--- config.mk ---
export PLATFORM = sky130hd
export DESIGN_NAME = timer_display_scan
export DESIGN_NICKNAME = d
export VERILOG_FILES = /design/src/rtl/chess_display_pkg.sv /design/src/rtl/seg7_decode.sv /design/src/rtl/timer_display_scan.sv
export SDC_FILE = /design/constraint.sdc
export NUM_CORES = 1
export LEC_CHECK = 0
export BUFFER_PORTS_ARGS = -buffer_cell sky130_fd_sc_hd__buf_4
export CAP_MARGIN = 20
export CORE_UTILIZATION = 35
export CTS_CLUSTER_DIAMETER = 80
export DETAILED_ROUTE_END_ITERATION = 10
export PLACE_DENSITY_LB_ADDON = 0.08
export SLEW_MARGIN = 25
export SYNTH_ARGS = -nofsm -noshare
export SYNTH_HDL_FRONTEND = slang
export SYNTH_SLANG_ARGS = --single-unit
--- constraint.sdc ---
create_clock -name clk -period 3.8 [get_ports clk]
set_input_delay 0.76 -clock clk [delete_from_list [all_inputs] [get_ports clk]]
set_output_delay 0.76 -clock clk [all_outputs]
set_load 0.05 [all_outputs]
--- src/rtl/chess_display_pkg.sv ---
// chess_display_pkg
//   Shared display constants for the chess-timer display path:
//   - active-low 7-segment encodings {g,f,e,d,c,b,a} for digits 0-9,
//     dash and blank;
//   - 4-bit decoder codes for dash and blank;
//   - digit-position names for the eight-digit scan (A on 7..4, B on 3..0).
package chess_display_pkg;

   localparam logic [6:0] DASH  = 7'h3F;
   localparam logic [6:0] BLANK = 7'h7F;

   localparam logic [3:0] CODE_DASH  = 4'd10;
   localparam logic [3:0] CODE_BLANK = 4'd15;

   localparam logic [6:0] SEG_LUT [10] = '{
      7'h40, 7'h79, 7'h24, 7'h30, 7'h19,
      7'h12, 7'h02, 7'h78, 7'h00, 7'h10
   };

   // Scan position of each displayed digit (M = minutes, S = seconds,
   // T = tens, U = units).
   typedef enum logic [2:0] {
      DIG_B_SU = 3'd0,
      DIG_B_ST = 3'd1,
      DIG_B_MU = 3'd2,
      DIG_B_MT = 3'd3,
      DIG_A_SU = 3'd4,
      DIG_A_ST = 3'd5,
      DIG_A_MU = 3'd6,
      DIG_A_MT = 3'd7
   } digit_pos_e;

endpackage

--- src/rtl/seg7_decode.sv ---
// seg7_decode
//   Combinational 4-bit code to active-low 7-segment pattern.
//   code : 0-9 digits, 10 dash, 15 (and any other unused code) blank
//   seg  : {g,f,e,d,c,b,a}, active-low
module seg7_decode
   import chess_display_pkg::*;
(
   input  logic [3:0] code,
   output logic [6:0] seg
);

   always_comb begin
      seg = BLANK;
      if (code <= 4'd9)
         seg = SEG_LUT[code];
      else if (code == CODE_DASH)
         seg = DASH;
      else if (code == CODE_BLANK)
         seg = BLANK;
   end

endmodule

--- src/rtl/timer_display_scan.sv ---
// timer_display_scan
//   Multiplexes both players' mm.ss onto the eight-digit display:
//   player A on digits 7..4, player B on 3..0. The running player's
//   minutes digit carries the decimal point; an expired player's digits
//   blink.
//   clk, rst_n           : system clock, async active-low reset
//   min_*/sec_*          : player times (TW bits each)
//   run_b                : 1 = player B running, 0 = player A
//   expired_a/expired_b  : player reached 00.00
//   an                   : anodes, active-low, one-hot-zero
//   seg                  : segments {g,f,e,d,c,b,a}, active-low
//   dp                   : decimal point, active-low
// REFRESH_DIV must be at least 2 so the blanked anode cycle can complete.
module timer_display_scan
   import chess_display_pkg::*;
#(
   parameter int unsigned REFRESH_DIV  = 100000,
   parameter int unsigned BLINK_FRAMES = 64,
   parameter int unsigned TW           = 6
) (
   input  logic          clk,
   input  logic          rst_n,
   input  logic [TW-1:0] min_a,
   input  logic [TW-1:0] sec_a,
   input  logic [TW-1:0] min_b,
   input  logic [TW-1:0] sec_b,
   input  logic          run_b,
   input  logic          expired_a,
   input  logic          expired_b,
   output logic [7:0]    an,
   output logic [6:0]    seg,
   output logic          dp
);

   localparam int unsigned RW = (REFRESH_DIV > 1) ? $clog2(REFRESH_DIV) : 1;
   localparam int unsigned FW = (BLINK_FRAMES > 1) ? $clog2(BLINK_FRAMES) : 1;
   localparam logic [RW-1:0] R_LAST = RW'(REFRESH_DIV - 1);
   localparam logic [FW-1:0] F_LAST = FW'(BLINK_FRAMES - 1);

   logic [RW-1:0] rcnt;
   logic [FW-1:0] fcnt;
   logic [2:0]    idx;
   logic          blink;
   logic          tick;
   logic          an_pend;
   logic [7:0]    an_next;

   logic [TW-1:0] s_min_a, s_sec_a, s_min_b, s_sec_b;
   logic          s_run_b, s_exp_a, s_exp_b;

   digit_pos_e    pos;
   logic [7:0]    bcd_ma, bcd_sa, bcd_mb, bcd_sb;
   logic [3:0]    code;
   logic [6:0]    seg_dec;
   logic          blank_now;
   logic          dp_now;

   // {tens, units} decoder codes; values above 59 show dash on both digits.
   function automatic logic [7:0] to_bcd(input logic [TW-1:0] v);
      logic [31:0] x;
      logic [3:0]  t;
      logic [3:0]  u;
      x = 32'(v);
      if (x > 32'd59) begin
         t = CODE_DASH;
         u = CODE_DASH;
      end else if (x >= 32'd50) begin
         t = 4'd5;
         u = 4'(x - 32'd50);
      end else if (x >= 32'd40) begin
         t = 4'd4;
         u = 4'(x - 32'd40);
      end else if (x >= 32'd30) begin
         t = 4'd3;
         u = 4'(x - 32'd30);
      end else if (x >= 32'd20) begin
         t = 4'd2;
         u = 4'(x - 32'd20);
      end else if (x >= 32'd10) begin
         t = 4'd1;
         u = 4'(x - 32'd10);
      end else begin
         t = 4'd0;
         u = 4'(x);
      end
      return {t, u};
   endfunction

   assign tick = (rcnt == R_LAST);
   assign pos  = digit_pos_e'(idx);

   always_comb begin
      bcd_ma = to_bcd(s_min_a);
      bcd_sa = to_bcd(s_sec_a);
      bcd_mb = to_bcd(s_min_b);
      bcd_sb = to_bcd(s_sec_b);
      code   = CODE_BLANK;
      case (pos)
         DIG_A_MT: code = bcd_ma[7:4];
         DIG_A_MU: code = bcd_ma[3:0];
         DIG_A_ST: code = bcd_sa[7:4];
         DIG_A_SU: code = bcd_sa[3:0];
         DIG_B_MT: code = bcd_mb[7:4];
         DIG_B_MU: code = bcd_mb[3:0];
         DIG_B_ST: code = bcd_sb[7:4];
         DIG_B_SU: code = bcd_sb[3:0];
         default:  code = CODE_BLANK;
      endcase
      blank_now = blink & (idx[2] ? s_exp_a : s_exp_b);
      dp_now    = ~(((pos == DIG_A_MU) & ~s_run_b) |
                    ((pos == DIG_B_MU) &  s_run_b));
   end

   seg7_decode u_dec (
      .code (code),
      .seg  (seg_dec)
   );

   // On each tick the digit at idx is loaded into seg/dp with anodes
   // blanked; its anode follows one cycle later. idx then advances, and the
   // snapshot/frame counters roll over together with the 7 -> 0 wrap, so the
   // digit-7 load still uses the outgoing frame's snapshot and blink phase.
   always_ff @(posedge clk or negedge rst_n) begin
      if (!rst_n) begin
         rcnt    <= '0;
         fcnt    <= '0;
         idx     <= '0;
         blink   <= 1'b0;
         an_pend <= 1'b0;
         an_next <= '1;
         an      <= '1;
         seg     <= BLANK;
         dp      <= 1'b1;
         s_min_a <= '0;
         s_sec_a <= '0;
         s_min_b <= '0;
         s_sec_b <= '0;
         s_run_b <= 1'b0;
         s_exp_a <= 1'b0;
         s_exp_b <= 1'b0;
      end else begin
         an_pend <= 1'b0;
         rcnt    <= tick ? '0 : rcnt + RW'(1);
         if (tick) begin
            an      <= '1;
            an_next <= ~(8'd1 << idx);
            an_pend <= 1'b1;
            seg     <= blank_now ? BLANK : seg_dec;
            dp      <= blank_now ? 1'b1 : dp_now;
            idx     <= idx + 3'd1;
            if (idx == 3'd7) begin
               s_min_a <= min_a;
               s_sec_a <= sec_a;
               s_min_b <= min_b;
               s_sec_b <= sec_b;
               s_run_b <= run_b;
               s_exp_a <= expired_a;
               s_exp_b <= expired_b;
               if (fcnt == F_LAST) begin
                  fcnt  <= '0;
                  blink <= ~blink;
               end else begin
                  fcnt <= fcnt + FW'(1);
               end
            end
         end else if (an_pend) begin
            an <= an_next;
         end
      end
   end

endmodule

# After elaboration in Yosys (flattened, before gate mapping)
# Memory sizes are Yosys's and may differ from the RTL's.
# Cells that the tools add are included.
word_totals:
  regBits: 79
  mem_bits_ro: 112
  input_bits: 29
  output_inout_bits: 16
  wordCells: 151
  n_memories: 1
mem_list:
  columns: ["name", "words", "word_bits", "read_ports", "rd_ports_with_merged_regs", "wr", "line_no", "rtl"]
  rows:
  - ["(name not given)", 16, 7, 1, 0, 0, "seg7_decode.sv:15", "seg = SEG_LUT[code];"]
op_classes:
  n_addsub: 23
  n_lt_le_gt_ge: 26
  eq_ne: 10
  shifts: 1
  mux: 61
  n_bitwise: 9
  reduce_logical: 4
op_table:
  columns: ["op", "n"]
  rows:
  - ["$mux W4", 28]
  - ["$ge A6 B5 Y1 const B", 8]
  - ["$ge A6 B6 Y1 const B", 8]
  - ["$sub A4 B4 Y4 const B", 12]
  - ["$mux W7", 5]
  - ["$pmux W4 S8", 1]
  - ["$ge A6 B4 Y1 const B", 4]
  - ["$gt A6 B6 Y1 const B", 4]
  - ["$mux W3", 8]
  - ["$add A17 B1 Y17 const B", 1]
  - ["$eq A17 B17 Y1 const B", 1]
  - ["$mux W17", 1]
  - ["$mux W2", 8]
  - ["$mux W8", 2]
  - ["$sub A4 B2 Y4 const B", 4]
  - ["$sub A4 B3 Y4 const B", 4]
  - ["$eq A3 B3 Y1 const B", 4]
  - ["$not A8 Y8", 1]
  - ["$shl A1 B3 Y8 const A", 1]
  - ["$mux W1", 7]
  - ["$add A6 B1 Y6 const B", 1]
  - ["$eq A3 B2 Y1 const B", 2]
  - ["$eq A6 B6 Y1 const B", 1]
  - ["$mux W6", 1]
  - ["13 further kinds", 17]

# Depth between registers and ports, before layout
# Gate-level depths: netlist of the first run.
logic_depth:
  ltp_word: 14
  ltp_mapped: 14
  mapped_depth_nobuf: 13

# Cells and area by module
# Synthesis of the first run repeated with hierarchy kept, for this count alone.
hier_totals:
  cells_unflattened: 615
  hier_area_um2: 5551.6
modules_own_cells:
  columns: ["mod", "n_inst", "cells_per_inst", "area_each_um2", "seq_area_each_um2"]
  rows:
  - ["timer_display_scan", 1, 587, 5338.9, 2006.9]
  - ["seg7_decode", 1, 28, 212.7, 0.0]

# Worst setup path after synthesis of the first run
# No wires, ideal clock.
synth_path:
  path_type: "flip-flop to flip-flop"
  from: "reg s_min_b[3]"
  to: "reg seg[3]"
  setup_time_ps: 73
  arrival_ps: 3061
  t_required_ps: 3727
  setup_slack_ps: 666
  path_stages_with_launch: 15
  n_path_buf: 1
  synth_period_minus_slack_ps: 3134
  cell_sequence: "dfrtp_1 clkbuf_1 inv_1 ha_1 nor4bb_2 nor3_1 a221o_1 o221ai_1 nand4_1 o31ai_2 inv_1 ha_1 a21boi_0 o21ai_0 a21oi_1"
synth_via:
  elab_chain_len: 14
  elab_cells_between_ends: 31
  cone_classes: "5 x add/sub; 7 x order compare; 17 x mux; 1 x bitwise; 1 x memory"
synth_rtl:
  columns: ["item", "line_no", "rtl"]
  rows:
  - ["from (decl)", "timer_display_scan.sv:48", "logic [TW-1:0] s_min_a, s_sec_a, s_min_b, s_sec_b;"]
  - ["from (signal assigned)", "timer_display_scan.sv:154", "s_min_b <= min_b;"]
  - ["$ge A6 B4 Y1 / $sub A4 B4 Y4 (equally long branches)", "timer_display_scan.sv:79, timer_display_scan.sv:81", null]
  - ["$mux W4 / $mux W1 (equally long branches)", "timer_display_scan.sv:79", "end else if (x >= 32'd10) begin"]
  - ["$mux W4 / $mux W2 (equally long branches)", "timer_display_scan.sv:76", "end else if (x >= 32'd20) begin"]
  - ["$mux W4 / $mux W2 (equally long branches)", "timer_display_scan.sv:73", "end else if (x >= 32'd30) begin"]
  - ["$mux W4 / $mux W3 (equally long branches)", "timer_display_scan.sv:70", "end else if (x >= 32'd40) begin"]
  - ["$mux W4 / $mux W3 (equally long branches)", "timer_display_scan.sv:67", "end else if (x >= 32'd50) begin"]
  - ["$mux W4", "timer_display_scan.sv:64", "if (x > 32'd59) begin"]
  - ["$pmux W4 S8 *", "timer_display_scan.sv:98", "case (pos)"]
  - ["$not A4 Y5 (not written as such)", "seg7_decode.sv:15", null]
  - ["$mem_v2 Z16 W7", null, null]
  - ["$mux W7 (not written as such) (2 in series)", "seg7_decode.sv:15", null]
  - ["$mux W7 *", "seg7_decode.sv:14", "if (code <= 4'd9)"]
  - ["$mux W7 *", "timer_display_scan.sv:148", "seg <= blank_now ? BLANK : seg_dec;"]
  - ["to (signal assigned)", "timer_display_scan.sv:148", null]
  - ["to (decl)", "timer_display_scan.sv:31", "output logic [6:0] seg,"]
# Every way passes the cells marked *; elsewhere a longest branch is shown, timed or not. The select of a mux whose other input is x is not followed.
# A chain may end at the register's enable or synchronous reset.

# Worst setup path in the final report of the first run
# Same ends and word-level chain as after synthesis.

==> results of run 1 <==
what timing repair did:
action	CTS	global route
setup endpoints to repair	0	3
hold buffers	0	0
gates resized for setup	0	2
layer usage:
layer,GRT usage [%],wire length [microns],vias to the layer above
li1,-,-,2347
met1,24.9,6940,2296
met2,29.8,6630,103
met3,4.26,518,21
met4,6.51,259,0
met5,0,0,-
flip-flops by register name, summed over array words and instances, names as in the netlist, 3 cells and up:
name	count
s_min_b	6
idx	3
s_min_a	6
fcnt	6
an_next	8
s_sec_b	6
an	8
s_sec_a	6
seg	7
rcnt	17
final timing paths:
path                             from         end  slack (ps)  cells past startpoint
hold reg to reg               s_exp_b     s_exp_b         460                      2
setup reg to reg           s_min_b[3]      seg[3]         320                     13
setup / recovery           s_min_b[3]      seg[3]         320                     13
min in group clk              s_exp_b     s_exp_b         460                      2
hold / removal                  rst_n  s_sec_a[3]         360                      1
max in group asynchronous       rst_n          dp        2700                      2
cell type report:
type                    instances  area [sq um]
clock buffers                  11           243
clock inverters                 5          56.3
fillers                      1540          8930
inverters                      29           109
multi-input cells             499          3340
flip-flops and latches         79          2010
well taps                     211           264
repair buffers                 56           420
where the power goes:
part | switching, mW | internal, mW
registers | 0 | 0.842
logic | 0.0203 | 0.0195
clock network | 0.363 | 0.527
cell families (layout without fill, tap and decap cells):
group                    Yosys count  after routing  share of synthesized area, %
AO/OA/AOI/OAI                    143            143                          18.9
AND/OR/NAND/NOR                  270            270                          24.0
buffers and inverters             57            101                          4.14
XOR/XNOR                          28             28                          4.41
adder cells (fa/ha/maj)           45             45                          10.1
multiplexers                      13             13                          2.38
flip-flops                        79             79                          36.1
layout by cell type (no fill, tap or decap), drive strengths merged, types with 4 or more instances in the layout:
cell type and n:
mux2i 11, buf 56, ha 45, clkbuf 11, a31oi 7, nand4 15
dfstp 24, nor2 38, o211ai 6, xnor2 16, nor2b 10, o21ai 45
nand2b 7, nor4bb 5, a211o 4, o22ai 4, nand3 21, and2 8
nor3 8, a21boi 4, o21a 4, and3 9, dfrtp 55, xor2 12
nand3b 9, o31ai 7, a2111oi 4, inv 30, a21oi 19, or3 8
nand2 118
stage by stage:
step                hold WS, ps  instances
floorplan                   433        635
global placement            452        874
detailed placement          454        874
finish                      360        890
CTS                         368        890
global route                394        890
==> results.toml, run 1 <==
[status]
status = "completed"

[clocking]
cts_tree = "yes"
clk_pin_slew_ps = 60
clk_latency_ps = 350
root_buffer = "clkbuf_16"
postCtsSetupRepairBufs = 0
htreeDepth = 3
cts_sinks = 79
numCtsBuffers = 9
max-clock-path-buffers = 2

[sta]
tightest_slew_ps = 554
rsz0062_at_grt = "no"
hold_viol = 0
setup_viol = 0
relSlewSlack_pct = 62.1
fin_skew_ps = 5.86
finalCriticalPeriod_ps = 3480
timing.setup.tns_ps = 0
finalMaxSlewViolations = 0
worst_slack_ps = 320
timing.fmax_ghz = 0.287
period_share_pct = 91.6

[route]
drc = 0
wl_microns = 14300
route.antenna.remaining_nets = 0
vias = 4767
drt_iter0_drc = 325
drtPass1Iterations = 5
wl_per_cell_microns = 16.1
avgViaCountPerCell = 5.36

[worst_setup_path]
crit_buf_inv = 2
crit_slowest_cell = "dfrtp_1"
cp-end-kind = "flip-flop"
cp_max_fo = 11
worstPathCellList = "inv_1 -> ha_1 -> nor4bb_2 -> nor3_1 -> a221o_1 -> o221ai_1 -> nand4_1 -> o31ai_4 -> inv_1 -> ha_1 -> a21boi_0 -> o21ai_0 -> a21oi_1"
critPathRequiredTime_ps = 4080
cpPeakStageDelay_ps = 530
path_delay_family = "compound AO/OA/AOI/OAI gates"
cp.arrival_ps = 3760
startpoint_type = "flip-flop"
critPathKind = "flip-flop to flip-flop"

[final_layout]
fin_util_pct = 41.9
antenna_cells = 0
drive_gt1_share_pct = 16.8
nNetsFinal = 748
fin_area_sq_um = 6440
synthToLayoutAreaGrowth_pct = 15.8

[placed_design]
io_buffers = 44
dp_slack_ps = 263
postPlaceCellArea_sq_um = 6130
dp_hpwl_microns = 10500
globalplace.congestion = 0.910

[yosys]
synth_edf_count = 0
ys_warn_count = 0
ys_types = 81
synthCells = 635
ys_seq_area_share_pct = 36.1
ys_seq_elements = 79
netlist.top_cell.by_area = "dfrtp_1"
ys_async_sr_fraction_pct = 100
netlist_area_sq_um = 5560
synthTopCellsByArea = "dfrtp_1 (25%), dfstp_2 (11%), ha_1 (10%)"
synth_ff_type = "dfrtp_1"
avgSynthCellArea_sq_um = 8.76
synth.most_common_cell = "nand2_1"
synth_top_cells_by_count = "nand2_1 (117), dfrtp_1 (55), ha_1 (45)"
synth_top_area_share_pct = 24.7
syn-num-nets = 709

[global_route]
grt_pass1_wl_microns = 23700
grt_max_degree = 35
grt_usage_pct = 18.7
antenna_found_initial = 0
grt-ovfl-total = 0
grt_pass1_vias = 4614

[floorplanning]
die_area_sq_um = 16400
ios = 45
fp.dieH_microns = 128
die-width_microns = 128
core.rowCount = 45
core_area_sq_um = 15400
start_util_pct = 36.2

[hold_path]
hold_path.class = "input port to asynchronous set/reset pin"

[pwr]
finalPower_mw = 1.77
power_density_nw_per_um2 = 275
p_leak_nw = 2.79
ir_drop_uv = 196

[run]
drv_cap = 0
No activity file was read; power rests on OpenSTA's default activity.
==> run 2, diff against run 1 <==
- SYNTH_HIERARCHICAL: default -> 1
==> results.toml, run 2 <==
[status]
status = "completed"

[worst_setup_path]
cpPeakStageDelay_ps = 520
cp_max_fo = 6
cp_num_cells = 14
rr_worst_depth = 14
critPathKind = "flip-flop to flip-flop"
crit_slowest_cell = "or4b_1"
cp.arrival_ps = 3810
startpoint_type = "flip-flop"
r2r_start = "s_min_b[3]"
crit_buf_inv = 2
path_delay_family = "simple AND/OR/NAND/NOR gates"
cp-end-kind = "flip-flop"
startpoint = "s_min_b[3]"
rrSetupSlack_ps = 250
critPathRequiredTime_ps = 4060
worstPathCellList = "inv_1 -> ha_1 -> nor4bb_2 -> or3_4 -> o221ai_1 -> and4bb_1 -> o311ai_1 -> o31a_1 -> inv_1 -> ha_1 -> or4b_1 -> a31oi_1 -> nor2_1 -> o21ai_0"
r2r_end = "seg[6]"

[floorplanning]
fp.dieH_microns = 128
core.rowCount = 45
die_area_sq_um = 16400
die-width_microns = 128
core_area_sq_um = 15300
ios = 45
start_util_pct = 36.2

[final_layout]
synthToLayoutAreaGrowth_pct = 16.6
layout_common_cells = "nand2_1 (81), buf_4 (57), dfrtp_1 (52)"
regMostFlops = "rcnt"
fin_util_pct = 42.3
antenna_cells = 0
nNetsFinal = 732
drive_gt1_share_pct = 19.7
largest_reg_flops = 17
fin_cells = 870
reg.largest.list = "rcnt (17), an (8), an_next (8)"
final_common_cell = "nand2_1"

[yosys]
synth_ff_type = "dfrtp_1"
netlist_area_sq_um = 5550
ys_types = 73
synth_top_area_share_pct = 24.8
synth_edf_count = 0
ys_warn_count = 6
avgSynthCellArea_sq_um = 9.03
synthCells = 615
synthTopCellsByArea = "dfrtp_1 (25%), dfstp_2 (11%), ha_1 (11%)"
ys_async_sr_fraction_pct = 100
netlist.top_cell.by_area = "dfrtp_1"
syn-num-nets = 693
synth_top_cells_by_count = "nand2_1 (81), dfrtp_1 (55), ha_1 (49)"
synth.most_common_cell = "nand2_1"
ys_seq_elements = 79
ys_seq_area_share_pct = 36.2

[hold_path]
min_to = "an_next[4]"
worst_hold_startpoint = "an_next[4]"
whs_path_depth = 2
hold_path.class = "flip-flop to flip-flop"

[clocking]
max-clock-path-buffers = 2
clk_latency_ps = 350
htreeDepth = 3
numCtsBuffers = 9
cts_tree = "yes"
root_buffer = "clkbuf_16"
cts_sinks = 79
cts_resized = 0
postCtsSetupRepairBufs = 0
hold_buffers = 0
clk_pin_slew_ps = 70

[global_route]
grt_max_degree = 80
grt_pass1_vias = 4636
grt_usage_pct = 18.0
grt-ovfl-total = 0
antenna_found_initial = 0
grt_pass1_wl_microns = 23300

[sta]
finalMaxSlewViolations = 0
tightest_slew_ps = 742
timing.fmax_ghz = 0.282
relSlewSlack_pct = 50.5
setup_viol = 0
hold_viol = 0
rsz0062_at_grt = "no"
timing.setup.tns_ps = 0
fin_skew_ps = 10.7
finalCriticalPeriod_ps = 3550
period_share_pct = 93.4

[pwr]
p_leak_nw = 2.85
finalPower_mw = 1.78
power_density_nw_per_um2 = 274
ir_drop_uv = 194

[run]
drv_cap = 0

[placed_design]
dp_hpwl_microns = 10100
io_buffers = 44
place_inst = 854
globalplace.congestion = 0.887

[route]
avgViaCountPerCell = 5.34
drt_iter0_drc = 287
drc = 0
vias = 4649
drtPass1Iterations = 4
route.antenna.remaining_nets = 0
wl_per_cell_microns = 16.1
wl_microns = 14000
run 2: cell count changes in the layout (fill, tap and decap cells not counted), sizes merged, moves of 5 or more:
cell    before  now
and2         8    1
nand2      118   81
mux2         2   15
nor3         8   14
a211oi       3    8
run 2: cells by family after synthesis:
family          count (synthesis)  synth area share, %
buf+inv                        56                 4.01
fa+ha+maj                      49                 11.0
simple gates                  236                 21.8
compound gates                140                 17.4
mux                            24                 4.67
flops                          79                 36.2
xor+xnor                       31                 4.89
run 2: through the flow:
step / hold slack [ps] / worst slack (ps) / cell area [sq um]
floorplan: 434 / 515 / 5550
global placement: 447 / 224 / 6130
detailed placement: 445 / 194 / 6130
CTS: 454 / 159 / 6420
global route: 470 / 6.85 / 6470
finish: 451 / 252 / 6470
run 2: metal layers:
metal / vias to the layer above / share of wire, % / GRT usage (%)
met5: - / 0 / 0
met4: 0 / 1.9 / 7.47
li1: 2298 / - / -
met2: 97 / 45 / 28.8
met1: 2237 / 50 / 24.3
met3: 17 / 3.3 / 2.34
run 2: cell type report:
class                           instances  area (sq um)
Clock buffer                           10           229
Clock inverter                          6          68.8
Timing Repair Buffer                   58           439
Multi-Input combinational cell        480          3360
Inverter                               26          97.6
Tap cell                              211           264
Fill cell                            1549          8840
Sequential cell                        79          2010
run 2: how the worst max path moves through the flow:
stage | slack [ps] | to
global placement | 220 | seg[6]
detailed placement | 190 | seg[6]
finish | 250 | seg[6]
global route | 7 | seg[6]
CTS | 160 | seg[6]
floorplan | 510 | seg[6]
run 2: tightest hold or removal path, delay by kind of cell, from the launching register on:
family | cells | cell delay (ps)
DFF | 1 | 360
and+or+nand+nor | 2 | 90
run 2: power breakdown:
part,internal [mW],switching [mW]
clock,0.513,0.383
combinational,0.0184,0.0198
sequential,0.842,0
